[config.mk]
export PLATFORM = sky130hd
export DESIGN_NAME = inst_fetch
export DESIGN_NICKNAME = d
export VERILOG_FILES = /design/src/rtl/inst_fetch_pkg.sv /design/src/rtl/inst_fetch_ilen_decode.sv /design/src/rtl/inst_fetch.sv
export SDC_FILE = /design/constraint.sdc
export NUM_CORES = 1
export LEC_CHECK = 0
export CORE_AREA = 5 5 141 143
export CTS_BUF_LIST = sky130_fd_sc_hd__clkbuf_16
export DETAILED_ROUTE_END_ITERATION = 10
export DIE_AREA = 0 0 146 148
export DONT_BUFFER_PORTS = 1
export GPL_TIMING_DRIVEN = 1
export HOLD_SLACK_MARGIN = 0.12
export PLACE_DENSITY = 0.61
export SLEW_MARGIN = 30
export SYNTH_ARGS = -nofsm -noshare
export SYNTH_HDL_FRONTEND = slang
export SYNTH_SLANG_ARGS = --single-unit
[constraint.sdc]
create_clock -name clk -period 6 [get_ports clk]
set_clock_uncertainty 0.1 [all_clocks]
set_input_delay 0.3 -clock clk [delete_from_list [all_inputs] [get_ports clk]]
set_output_delay 0.3 -clock clk [all_outputs]
set_load 0.01 [all_outputs]
[src/rtl/inst_fetch_pkg.sv]
// Shared definitions for the Y86 fetch stage: bus widths, instruction codes,
// status codes, the fetch FSM state type and a byte-lane helper for the
// big-endian 6-byte instruction window returned by the ROM.
package inst_fetch_pkg;

  localparam int WORD_W    = 32;
  localparam int INSTBUS_W = 48;

  localparam logic [3:0] IHALT   = 4'h0;
  localparam logic [3:0] INOP    = 4'h1;
  localparam logic [3:0] IRRMOVL = 4'h2;
  localparam logic [3:0] IIRMOVL = 4'h3;
  localparam logic [3:0] IRMMOVL = 4'h4;
  localparam logic [3:0] IMRMOVL = 4'h5;
  localparam logic [3:0] IOPL    = 4'h6;
  localparam logic [3:0] IJXX    = 4'h7;
  localparam logic [3:0] ICALL   = 4'h8;
  localparam logic [3:0] IRET    = 4'h9;
  localparam logic [3:0] IPUSHL  = 4'hA;
  localparam logic [3:0] IPOPL   = 4'hB;

  localparam logic [2:0] SAOK = 3'd1;
  localparam logic [2:0] SHLT = 3'd2;
  localparam logic [2:0] SADR = 3'd3;
  localparam logic [2:0] SINS = 3'd4;

  localparam logic [3:0] REG_NONE = 4'hF;

  typedef enum logic {
    ST_RUN    = 1'b0,
    ST_HALTED = 1'b1
  } fetch_state_t;

  // Byte idx of the window; byte 0 (the byte at pc) sits in the top lane.
  function automatic logic [7:0] inst_byte(input logic [INSTBUS_W-1:0] win,
                                           input int unsigned idx);
    return win[(INSTBUS_W-1)-8*idx -: 8];
  endfunction

endpackage

[src/rtl/inst_fetch_ilen_decode.sv]
// y86_ilen_decode: combinational length/format lookup for one Y86 icode.
// Ports:
//   icode       in  4  instruction code (byte0[7:4])
//   len         out 3  instruction length in bytes (1 for invalid codes)
//   need_regids out 1  byte 1 carries rA/rB
//   need_valc   out 1  instruction carries a 32-bit constant
//   valc_off    out 2  byte offset of the constant inside the window
//   invalid     out 1  icode is not a Y86 instruction
module y86_ilen_decode
  import inst_fetch_pkg::*;
(
  input  logic [3:0] icode,
  output logic [2:0] len,
  output logic       need_regids,
  output logic       need_valc,
  output logic [1:0] valc_off,
  output logic       invalid
);

  always_comb begin
    len         = 3'd1;
    need_regids = 1'b0;
    need_valc   = 1'b0;
    valc_off    = 2'd0;
    invalid     = 1'b0;
    case (icode)
      IHALT, INOP, IRET: ;
      IRRMOVL, IOPL, IPUSHL, IPOPL: begin
        len         = 3'd2;
        need_regids = 1'b1;
      end
      IJXX, ICALL: begin
        len       = 3'd5;
        need_valc = 1'b1;
        valc_off  = 2'd1;
      end
      IIRMOVL, IRMMOVL, IMRMOVL: begin
        len         = 3'd6;
        need_regids = 1'b1;
        need_valc   = 1'b1;
        valc_off    = 2'd2;
      end
      default: invalid = 1'b1;
    endcase
  end

endmodule

[src/rtl/inst_fetch.sv]
// inst_fetch: Y86 fetch stage. Owns the PC, presents it as the ROM byte
// address, splits the returned window into instruction fields and hands one
// instruction per transfer to decode over a valid/ready handshake.
// Ports:
//   clk, rst                       clock, async active-high reset
//   rom_addr_o  / rom_inst_i       ROM byte address (= pc_q) / 6-byte window
//   redirect_i  / redirect_pc_i    load a new PC, flush the held instruction
//   id_ready_i                     decode accepts this cycle
//   id_valid_o, id_pc_o, id_icode_o, id_ifun_o, id_ra_o, id_rb_o,
//   id_valc_o, id_valp_o, id_stat_o  held instruction for decode
//   halted_o                       fetch stopped after a non-AOK instruction
module inst_fetch
  import inst_fetch_pkg::*;
#(
  parameter logic [WORD_W-1:0] RESET_PC   = 32'h0,
  parameter int unsigned       IMEM_BYTES = 1024
) (
  input  logic                 clk,
  input  logic                 rst,
  output logic [WORD_W-1:0]    rom_addr_o,
  input  logic [INSTBUS_W-1:0] rom_inst_i,
  input  logic                 redirect_i,
  input  logic [WORD_W-1:0]    redirect_pc_i,
  input  logic                 id_ready_i,
  output logic                 id_valid_o,
  output logic [WORD_W-1:0]    id_pc_o,
  output logic [3:0]           id_icode_o,
  output logic [3:0]           id_ifun_o,
  output logic [3:0]           id_ra_o,
  output logic [3:0]           id_rb_o,
  output logic [WORD_W-1:0]    id_valc_o,
  output logic [WORD_W-1:0]    id_valp_o,
  output logic [2:0]           id_stat_o,
  output logic                 halted_o
);

  localparam logic [WORD_W:0] IMEM_END = (WORD_W+1)'(IMEM_BYTES);

  fetch_state_t      state_q, state_d;
  logic [WORD_W-1:0] pc_q;
  logic              vld_p1;

  logic [7:0]        b0_p0, b1_p0, b2_p0, b3_p0, b4_p0, b5_p0;
  logic [2:0]        len_p0;
  logic              regids_p0, need_valc_p0, invalid_p0;
  logic [1:0]        valc_off_p0;
  logic [WORD_W:0]   end_p0;
  logic              adr_p0;
  logic [3:0]        ra_p0, rb_p0;
  logic [WORD_W-1:0] valc_p0;
  logic [2:0]        stat_p0;
  logic              load, drain;

  logic [WORD_W-1:0] pc_p1, valc_p1, valp_p1;
  logic [3:0]        icode_p1, ifun_p1, ra_p1, rb_p1;
  logic [2:0]        stat_p1;

  // ---- p0: combinational decode of the window at pc_q ----
  assign rom_addr_o = pc_q;

  assign b0_p0 = inst_byte(rom_inst_i, 0);
  assign b1_p0 = inst_byte(rom_inst_i, 1);
  assign b2_p0 = inst_byte(rom_inst_i, 2);
  assign b3_p0 = inst_byte(rom_inst_i, 3);
  assign b4_p0 = inst_byte(rom_inst_i, 4);
  assign b5_p0 = inst_byte(rom_inst_i, 5);

  y86_ilen_decode u_ilen (
    .icode       (b0_p0[7:4]),
    .len         (len_p0),
    .need_regids (regids_p0),
    .need_valc   (need_valc_p0),
    .valc_off    (valc_off_p0),
    .invalid     (invalid_p0)
  );

  // One extra bit catches a 32-bit wrap as well as running off the ROM end.
  assign end_p0 = {1'b0, pc_q} + {{(WORD_W-2){1'b0}}, len_p0};
  assign adr_p0 = end_p0 > IMEM_END;

  assign ra_p0 = regids_p0 ? b1_p0[7:4] : REG_NONE;
  assign rb_p0 = regids_p0 ? b1_p0[3:0] : REG_NONE;

  // Constant is little-endian in memory while the window is big-endian.
  always_comb begin
    valc_p0 = '0;
    if (need_valc_p0) begin
      if (valc_off_p0 == 2'd1) valc_p0 = {b4_p0, b3_p0, b2_p0, b1_p0};
      else                     valc_p0 = {b5_p0, b4_p0, b3_p0, b2_p0};
    end
  end

  always_comb begin
    if (adr_p0)                  stat_p0 = SADR;
    else if (invalid_p0)         stat_p0 = SINS;
    else if (b0_p0[7:4] == IHALT) stat_p0 = SHLT;
    else                         stat_p0 = SAOK;
  end

  // Redirect overrides any load or drain in the same cycle.
  assign load  = (state_q == ST_RUN) && (!vld_p1 || id_ready_i) && !redirect_i;
  assign drain = (state_q == ST_HALTED) && vld_p1 && id_ready_i && !redirect_i;

  always_comb begin
    state_d = state_q;
    if (redirect_i)                   state_d = ST_RUN;
    else if (load && stat_p0 != SAOK) state_d = ST_HALTED;
  end

  // ---- p1: state register, PC and decode-stage output register ----
  always_ff @(posedge clk or posedge rst) begin
    if (rst) state_q <= ST_RUN;
    else     state_q <= state_d;
  end

  // A faulting/halting instruction leaves the PC pointing at itself.
  always_ff @(posedge clk or posedge rst) begin
    if (rst) begin
      pc_q   <= RESET_PC;
      vld_p1 <= 1'b0;
    end else if (redirect_i) begin
      pc_q   <= redirect_pc_i;
      vld_p1 <= 1'b0;
    end else if (load) begin
      vld_p1 <= 1'b1;
      if (stat_p0 == SAOK) pc_q <= end_p0[WORD_W-1:0];
    end else if (drain) begin
      vld_p1 <= 1'b0;
    end
  end

  always_ff @(posedge clk or posedge rst) begin
    if (rst) begin
      pc_p1    <= '0;
      icode_p1 <= '0;
      ifun_p1  <= '0;
      ra_p1    <= '0;
      rb_p1    <= '0;
      valc_p1  <= '0;
      valp_p1  <= '0;
      stat_p1  <= '0;
    end else if (load) begin
      pc_p1    <= pc_q;
      icode_p1 <= b0_p0[7:4];
      ifun_p1  <= b0_p0[3:0];
      ra_p1    <= ra_p0;
      rb_p1    <= rb_p0;
      valc_p1  <= valc_p0;
      valp_p1  <= end_p0[WORD_W-1:0];
      stat_p1  <= stat_p0;
    end
  end

  assign id_valid_o = vld_p1;
  assign id_pc_o    = pc_p1;
  assign id_icode_o = icode_p1;
  assign id_ifun_o  = ifun_p1;
  assign id_ra_o    = ra_p1;
  assign id_rb_o    = rb_p1;
  assign id_valc_o  = valc_p1;
  assign id_valp_o  = valp_p1;
  assign id_stat_o  = stat_p1;
  assign halted_o   = (state_q == ST_HALTED);

endmodule

==> flow_summary.yaml <==
power_and_ir_drop:
  irDropWorstVdd_mv: 0.194
  powerDensity_nw_per_um2: 322
  leakage_nw: 3.80
yosys:
  synthCells: 738
  postSynthAreaPerCell_um2: 9.74
  synth-xor-area-share: 0.0402
  synth_cell_types: 56
  async_flop_share: 1.00
  yosysWarnings: 0
  synth-compound-area-share: 0.127
  seq_area_frac_synth: 0.519
  syn_area_um2: 7190
  ys.flop_type: "dfrtp_1"
  synth_edf_count: 0
  yosys_register_bits: 149
  synth_top_family_by_area: "simple AND/OR/NAND/NOR gates"
  synthSimpleGateAreaFrac: 0.180
  muxShareOfSynthArea: 0.0787
  synth_fp_nets: 826
  synth_fa_ha_area_frac: 0.00801
route:
  drc: 0
  wl_um: 22500
  firstDrtPassIters: 4
  wire_per_inst_um: 21.3
  drtIter0Drc: 358
  num_vias: 5737
  drt-vias-per-instance: 5.43
  ant_nets: 0
outcome:
  outcome: "complete, no violations"
global_route:
  grt_pass1_wl_um: 35000
  grt_max_degree: 98
  antenna_found_initial: 0
  grtUsageTotal: 0.208
  grt_pass1_vias: 5737
  gr-total-overflow: 0
sta:
  finalHoldViolCount: 0
  min_period_ns: 4.36
  relSlewSlack: 0.441
  finalCritPeriodShare: 0.727
  setup_tns_ns: 0
  whs_ns: 0.180
  layout_setup_ws_ns: 1.64
  maxSlewViolCount: 0
  timing.fmax_ghz: 0.229
  worst_slew_pin_slew_ns: 0.839
  rsz0062_at_grt: "no"
  setup_viol_count_final: 0
flow_run:
  max_cap_violations: 0
critical_path:
  end_kind: "flop"
  critPathArrivalTime_ns: 4.56
  cp_max_fo: 24
  crit_type: "input port to flop"
  rrSetupSlack_ns: 1.97
  startpoint_type: "input port"
  critPathMaxStageDelay_ns: 0.84
  slowest_stage: "and4_1"
  crit_chain: "dlygate4sd3_1 > inv_1 > o21a_1 > o22ai_1 > ha_1 > a21oi_1 > nand2_1 > nand3_1 > a22oi_1 > a2111oi_0 > and4_1 > nand4b_2 > o22a_1"
  worstPathRequired_ns: 6.20
clock_network:
  cts-resized-gates: 0
  cts_setup_buffers: 0
  cts_buffers: 17
  htreeDepth: 4
  cts_tree: "yes"
  ctsLongestPathBuffers: 2
  root_buffer: "clkbuf_16"
  clock_latency_ns: 0.42
  cts.sinks: 149
  clk_pin_slew_ns: 0.06
layout:
  drive_gt1_frac: 0.0863
  synthToLayoutAreaGrowth_pct: 24.3
  postLayoutCellArea_um2: 8930
  mostFrequentLayoutCell: "nand2_1"
  n_fill_cell: 1677
  diodes: 0
  final_cells: 1057
  nets: 898
  final_cell_mix: "nand2_1 (173), dfrtp_1 (149), dlygate4sd3_1 (101)"
placement:
  post-place-ws_ns: 1.92
  placed_area_um2: 7280
  gp_congestion: 0.864
  io_buffers: 0
  place_inst: 923
  hpwl_um: 15300
die:
  io_pins: 233
  core_um2: 18500
  dieArea_um2: 21600
  die_x_um: 146
  rows: 50
  initial_core_util: 0.389
  die_y_um: 148
hold_path:
  hold_class: "input port to flop"
## state kept, by name, summed over array words and instances (netlist names)
| register | count |
|---|---|
| id_valid_o | 1 |
| rom_addr_o | 32 |
| id_valc_o | 32 |
| id_icode_o | 4 |
| id_rb_o | 4 |
| id_stat_o | 3 |
| id_ra_o | 4 |
| halted_o | 1 |
| id_valp_o | 32 |
| id_pc_o | 32 |
| id_ifun_o | 4 |
## path summary, 6_finish.rpt
check | start | endpoint | cells after the start
max in group asynchronous | rst | rom_addr_o[0] | 3
max reg2reg | rom_addr_o[0] | id_stat_o[1] | 11
min | redirect_i | rom_addr_o[16] | 2
min reg2reg | id_pc_o[10] | id_pc_o[10] | 2
min in group asynchronous | rst | id_valp_o[1] | 2
max | rom_inst_i[46] | id_stat_o[1] | 13
## power breakdown
group / switching (mW) / internal [mW] / total (mW)
Clock: 0.445 / 0.657 / 1.10
Combinational: 0.213 / 0.173 / 0.385
Sequential: 0.236 / 1.15 / 1.38
## cells by family (layout without fill, tap and decap cells)
group	Yosys count	after routing
AOI/OAI and AO/OA	145	145
adders and majority gates	4	4
buffers and inverters	73	158
xor gates and xnor gates	33	33
DFF	149	149
muxes	54	54
and+or+nand+nor	280	280
## synth_stat cells (3+ instances only)
library cell / count / share of area
nor3b_1: 3 / 0.0031
buf_6: 4 / 0.0063
inv_1: 19 / 0.0099
o31ai_1: 3 / 0.0031
xor2_1: 10 / 0.012
mux2_2: 19 / 0.030
o22a_1: 10 / 0.012
o21ai_0: 72 / 0.050
dfrtp_1: 149 / 0.52
clkbuf_1: 28 / 0.015
buf_2: 8 / 0.0056
a21oi_1: 11 / 0.0077
mux2i_1: 34 / 0.047
nor2_1: 31 / 0.016
xnor2_1: 23 / 0.028
buf_4: 7 / 0.0073
ha_1: 3 / 0.0052
o2111ai_1: 3 / 0.0037
nand3_1: 10 / 0.0070
buf_1: 7 / 0.0037
nor3_1: 15 / 0.010
and4_1: 6 / 0.0073
nor4_1: 4 / 0.0035
nand4_1: 14 / 0.012
a31oi_1: 15 / 0.013
a31o_1: 11 / 0.013
nand2_1: 175 / 0.091
and3_1: 7 / 0.0061
## stage by stage
| step | power (mW) | util |
|---|---|---|
| 2_1_floorplan | 1.60 | - |
| 3_3_place_gp | 1.71 | 0.395 |
| 3_5_place_dp | 1.72 | 0.395 |
| 4_1_cts | 2.91 | 0.483 |
| 5_1_grt | 3.02 | 0.484 |
| 6_report | 2.87 | 0.484 |
## metal layers
metal	track usage	vias to the layer above	share of wire
met5	0	-	0
met4	0.0786	0	0.025
met3	0.0769	32	0.089
met2	0.314	230	0.45
met1	0.276	2777	0.43
li1	-	2698	-
## critical path: cells and delay by family
kind,cells,cell delay (ns)
and+or+nand+nor,4,1.50
buffers and inverters,2,0.75
AOI/OAI and AO/OA,6,1.66
adders and majority gates,1,0.35
## area by class of cell
| type | count | area, um2 | share of cell area |
|---|---|---|---|
| Sequential cell | 149 | 3730 | 0.417 |
| Multi-Input combinational cell | 516 | 3160 | 0.353 |
| Timing Repair Buffer | 107 | 1070 | 0.120 |
| Clock buffer | 17 | 425 | 0.0476 |
| Tap cell | 234 | 293 | 0.0328 |
| Clock inverter | 15 | 181 | 0.0203 |
| Inverter | 19 | 78.8 | 0.00882 |
## what timing repair did
action                     in CTS  in global routing
hold buffers                  102                  0
setup endpoints to repair       0                  0
hold endpoints to repair      182                  0
Power figures use the tool's default switching activity.
